**config.mk**
```make
export PLATFORM = sky130hd
export DESIGN_NAME = serial_word_loader
export DESIGN_NICKNAME = d
export VERILOG_FILES = /design/src/rtl/serial_word_loader.sv
export SDC_FILE = /design/constraint.sdc
export NUM_CORES = 1
export LEC_CHECK = 0
export ABC_AREA = 1
export ABC_CLOCK_PERIOD_IN_PS = 3300
export BUFFER_PORTS_ARGS = -buffer_cell sky130_fd_sc_hd__buf_4
export CAP_MARGIN = 10
export CORE_UTILIZATION = 56
export DETAILED_ROUTE_END_ITERATION = 8
export PLACE_DENSITY = 0.8
export SETUP_SLACK_MARGIN = 0.4
export SLEW_MARGIN = 25
export SYNTH_ARGS = -nofsm -noshare
export SYNTH_HDL_FRONTEND = slang
export SYNTH_SLANG_ARGS = --single-unit
```
**constraint.sdc**
```tcl
create_clock -name clk -period 3.3 [get_ports clk]
set_input_delay 0.165 -clock clk [delete_from_list [all_inputs] [get_ports clk]]
set_output_delay 0.165 -clock clk [all_outputs]
set_load 0.02 [all_outputs]
```
**src/rtl/serial_word_loader.sv**
```systemverilog
// Serial-to-parallel word loader: MSB-first capture under start/valid, one-cycle load_enable strobe.
// Optional even-parity check enabled by defining PARITY_CHECK_EN.
//   state  | meaning
//   IDLE   | waiting for start
//   SHIFT  | accepting WORD_LENGTH data bits on serial_valid
//   PARITY | accepting the parity bit (PARITY_CHECK_EN only)
//   LOAD   | Data_Output holds the new word, load_enable high for one cycle
module serial_word_loader #(
    parameter int WORD_LENGTH = 8
) (
    input  logic                   clk,
    input  logic                   reset,
    input  logic                   start,
    input  logic                   serial_in,
    input  logic                   serial_valid,
    output logic                   busy,
    output logic                   load_enable,
`ifdef PARITY_CHECK_EN
    output logic                   parity_error,
`endif
    output logic [WORD_LENGTH-1:0] Data_Output
);

    localparam int CW = $clog2(WORD_LENGTH);
    localparam logic [CW-1:0] LAST_BIT = CW'(WORD_LENGTH - 1);

    typedef enum logic [1:0] {
        S_IDLE   = 2'd0,
        S_SHIFT  = 2'd1,
`ifdef PARITY_CHECK_EN
        S_PARITY = 2'd2,
`endif
        S_LOAD   = 2'd3
    } state_t;

    state_t                 state, state_next;
    logic [WORD_LENGTH-1:0] shift_reg;
    logic [WORD_LENGTH-1:0] shift_next;
    logic [WORD_LENGTH-1:0] load_value;
    logic [CW-1:0]          count;
    logic                   capture_bit;
    logic                   load_word;
`ifdef PARITY_CHECK_EN
    logic                   parity_fail;
    logic                   parity_error_q;
`endif

    assign shift_next = {shift_reg[WORD_LENGTH-2:0], serial_in};

    always_comb begin
        state_next  = state;
        capture_bit = 1'b0;
        load_word   = 1'b0;
        load_value  = shift_next;
`ifdef PARITY_CHECK_EN
        parity_fail = 1'b0;
`endif
        case (state)
            S_IDLE: begin
                if (start) state_next = S_SHIFT;
            end
            S_SHIFT: begin
                if (serial_valid) begin
                    capture_bit = 1'b1;
                    if (count == LAST_BIT) begin
`ifdef PARITY_CHECK_EN
                        state_next = S_PARITY;
`else
                        state_next = S_LOAD;
                        load_word  = 1'b1;
`endif
                    end
                end
            end
`ifdef PARITY_CHECK_EN
            S_PARITY: begin
                load_value = shift_reg;
                if (serial_valid) begin
                    // Even parity: data XOR parity bit must reduce to zero.
                    if ((^shift_reg) ^ serial_in) begin
                        state_next  = S_IDLE;
                        parity_fail = 1'b1;
                    end else begin
                        state_next = S_LOAD;
                        load_word  = 1'b1;
                    end
                end
            end
`endif
            S_LOAD: begin
                state_next = S_IDLE;
            end
            default: begin
                state_next = S_IDLE;
            end
        endcase
    end

    always_ff @(posedge clk) begin
        if (reset) begin
            state       <= S_IDLE;
            shift_reg   <= '0;
            count       <= '0;
            Data_Output <= '0;
`ifdef PARITY_CHECK_EN
            parity_error_q <= 1'b0;
`endif
        end else begin
            state <= state_next;
            if (state == S_IDLE && start) count <= '0;
            if (capture_bit) begin
                shift_reg <= shift_next;
                count     <= count + CW'(1);
            end
            if (load_word) Data_Output <= load_value;
`ifdef PARITY_CHECK_EN
            parity_error_q <= parity_fail;
`endif
        end
    end

    assign busy        = (state != S_IDLE);
    assign load_enable = (state == S_LOAD);
`ifdef PARITY_CHECK_EN
    assign parity_error = parity_error_q;
`endif

endmodule
```
==> flow_metrics.py <==
metrics = {
    "run_status": {
        "status": "completed",
    },
    "clock_network": {
        "clkLatencyLatePin_ns": 0.30,
        "post_cts_buffers": 0,
        "cts_htree_levels": 1,
        "cts_buffers": 3,
        "cts_tree": "built",
        "cts_resized": 0,
        "clk_pin_slew_ns": 0.12,
        "cts_hold_buf": 0,
        "root_buffer": "clkbuf_4",
        "numClockSinks": 20,
        "clockBufferDepth": 2,
    },
    "grt": {
        "grt_usage_pct": 22.8,
        "antenna_found_initial": 0,
        "grt_overflow_total": 0,
        "grt_pass1_vias": 566,
        "grt_pass1_wl_um": 2430,
        "grt_max_degree": 15,
    },
    "final_layout": {
        "n_fill_cell": 117,
        "antenna_cells": 0,
        "fin_nets": 121,
        "final_cell_mix": "dfxtp_1 (20), nor2_1 (15), nand2_1 (15), buf_4 (14), a21oi_2 (12)",
        "largest_register_ffs": 8,
        "layout_commonest_cell": "dfxtp_1",
        "area_growth_pct": 18.9,
        "final_layout_size_suffix_gt1_share_pct": 41.6,
    },
    "placement": {
        "hpwl_um": 1060,
        "dp_slack_ns": 1.97,
        "port_buffers": 14,
        "place_congestion": 0.732,
    },
    "die": {
        "num_rows": 13,
        "initial_utilization_pct": 62.8,
        "die_area_mm2": 0.00167,
        "coreArea_mm2": 0.00135,
        "die_h_um": 40.9,
        "io_pins": 15,
        "floorplan.die.width_um": 40.9,
    },
    "power_and_ir_drop": {
        "power.density_mw_per_mm2": 474,
        "ir_worst_vdd_uv": 309,
        "p_leak_nw": 0.424,
    },
    "logic_synthesis": {
        "synth_nets": 104,
        "ys_ff_latch": 20,
        "synth_area_per_cell_um2": 8.75,
        "synth_cell_types": 15,
        "synth_area_leaders": "dfxtp_1 (47%), a21oi_2 (12%), nand2_2 (7.4%)",
        "ys_seq_area_share_pct": 47.2,
        "yosys.area.top_type": "dfxtp_1",
        "synth_top_cell_area_share_pct": 47.2,
        "netlist_instances": 97,
        "ys_warn_count": 0,
        "syn_area_um2": 848,
    },
    "setup_path": {
        "worstSetupStartpointType": "flop",
        "reg2regPathDepth": 7,
        "r2r_slack_ns": 1.93,
        "endpoint_kind": "flop",
        "arrival_ns": 1.62,
        "required_ns": 3.55,
        "crit_fanout": 9,
        "r2r-start": "count[0]",
        "worstReg2RegEnd": "Data_Output[0]",
        "critPathKind": "flop to flop",
    },
    "hold_path": {
        "hold_start": "serial_in",
        "whs_endpoint": "Data_Output[0]",
        "min_path_cells": 3,
        "hold_class": "primary input to flop",
    },
    "flow_run": {
        "cap_violations": 0,
    },
    "drt": {
        "dr_wl_met3_um": 54,
        "wl_met2_um": 671,
        "viasPerCell": 5.17,
        "highest_layer": "met4",
        "drtPass1Iterations": 4,
        "drc_errors": 0,
        "post_drt_wl_per_cell_um": 11.5,
        "drt-met1-wl_um": 724,
        "drt-initial-drc-count": 21,
        "vias": 662,
        "routed_wirelength_um": 1470,
        "postRouteAntennaNets": 0,
    },
    "timing": {
        "max_slew_margin_pct": 78.4,
        "max_slew.worst_pin.slew_ns": 0.324,
        "maxSlewViolCount": 0,
        "hold_violations": 0,
        "setup_violations": 0,
        "timing.final.ws_setup_ns": 1.93,
        "clock-skew-final_ns": 0.00444,
        "post-route-period-util_pct": 41.6,
        "fmax_ghz": 0.728,
        "fin_setup_tns_ns": 0,
        "grt_setup_unrepaired": "no",
        "finalCriticalPeriod_ns": 1.37,
    },
}
## worst max-delay path by stage
stage,startpoint,endpoint,slack [ns],cells past startpoint
CTS,count[0],Data_Output[0],1.92,7
floorplan,count[0],Data_Output[0],2.09,7
global route,count[0],Data_Output[0],1.84,7
detailed placement,count[0],Data_Output[0],1.97,7
global placement,count[0],Data_Output[1],1.99,7
finish,count[0],Data_Output[0],1.93,7
## worst max-delay path, stage by stage, from the launching register on
cell,delay (ns)
dfxtp_1,0.35
ha_1,0.21
ha_1,0.20
nand2_2,0.13
inv_1,0.06
nand2_2,0.16
nand2_1,0.09
a21oi_2,0.12
## routing by layer
metal  global-route usage (%)  vias to the layer above
li1                         -                      339
met5                        0                        -
met4                     10.0                        0
met2                     35.2                       13
met1                     29.2                      306
met3                     6.52                        4
## cells by family after synthesis
| group | count (synthesis) | share of synthesized area [%] |
|---|---|---|
| flip-flops | 20 | 47.2 |
| AND/OR/NAND/NOR | 45 | 27.3 |
| AO/OA/AOI/OAI | 20 | 17.1 |
| buffers and inverters | 10 | 5.46 |
| adder cells (fa/ha/maj) | 2 | 2.95 |
## stage by stage
stage / util [%] / hold slack (ns) / total power, W / cells / cell area, µm²
floorplan: - / 0.227 / 0.000274 / 97 / 848
global placement: 70.8 / 0.439 / 0.000282 / 124 / 956
detailed placement: 70.8 / 0.450 / 0.000283 / 124 / 956
CTS: 74.7 / 0.125 / 0.000480 / 128 / 1010
global route: 74.7 / 0.117 / 0.000494 / 128 / 1010
finish: 74.7 / 0.129 / 0.000478 / 128 / 1010
## layout make-up
class | instances | area (µm²) | area share [%]
multi-input combinational | 67 | 402 | 39.8
sequential | 20 | 400 | 39.7
timing repair buffer | 14 | 105 | 10.4
clock inverter | 1 | 30.0 | 2.98
inverter | 8 | 30.0 | 2.98
clock buffer | 3 | 22.5 | 2.23
tap | 15 | 18.8 | 1.86
## cell usage after synthesis (all sizes together)
cell,count
ha,2
inv,8
nand3,3
o21ai,7
nor2,17
a21oi,13
nand2,25
buf,2
dfxtp,20
## report_power, final
| part | switching (W) | total, W | internal (W) |
|---|---|---|---|
| Clock | 0.0000776 | 0.000200 | 0.000123 |
| Sequential | 0.00000303 | 0.000247 | 0.000244 |
| Combinational | 0.0000205 | 0.0000308 | 0.0000103 |
Note: power is estimated with default switching activity, not from simulation.
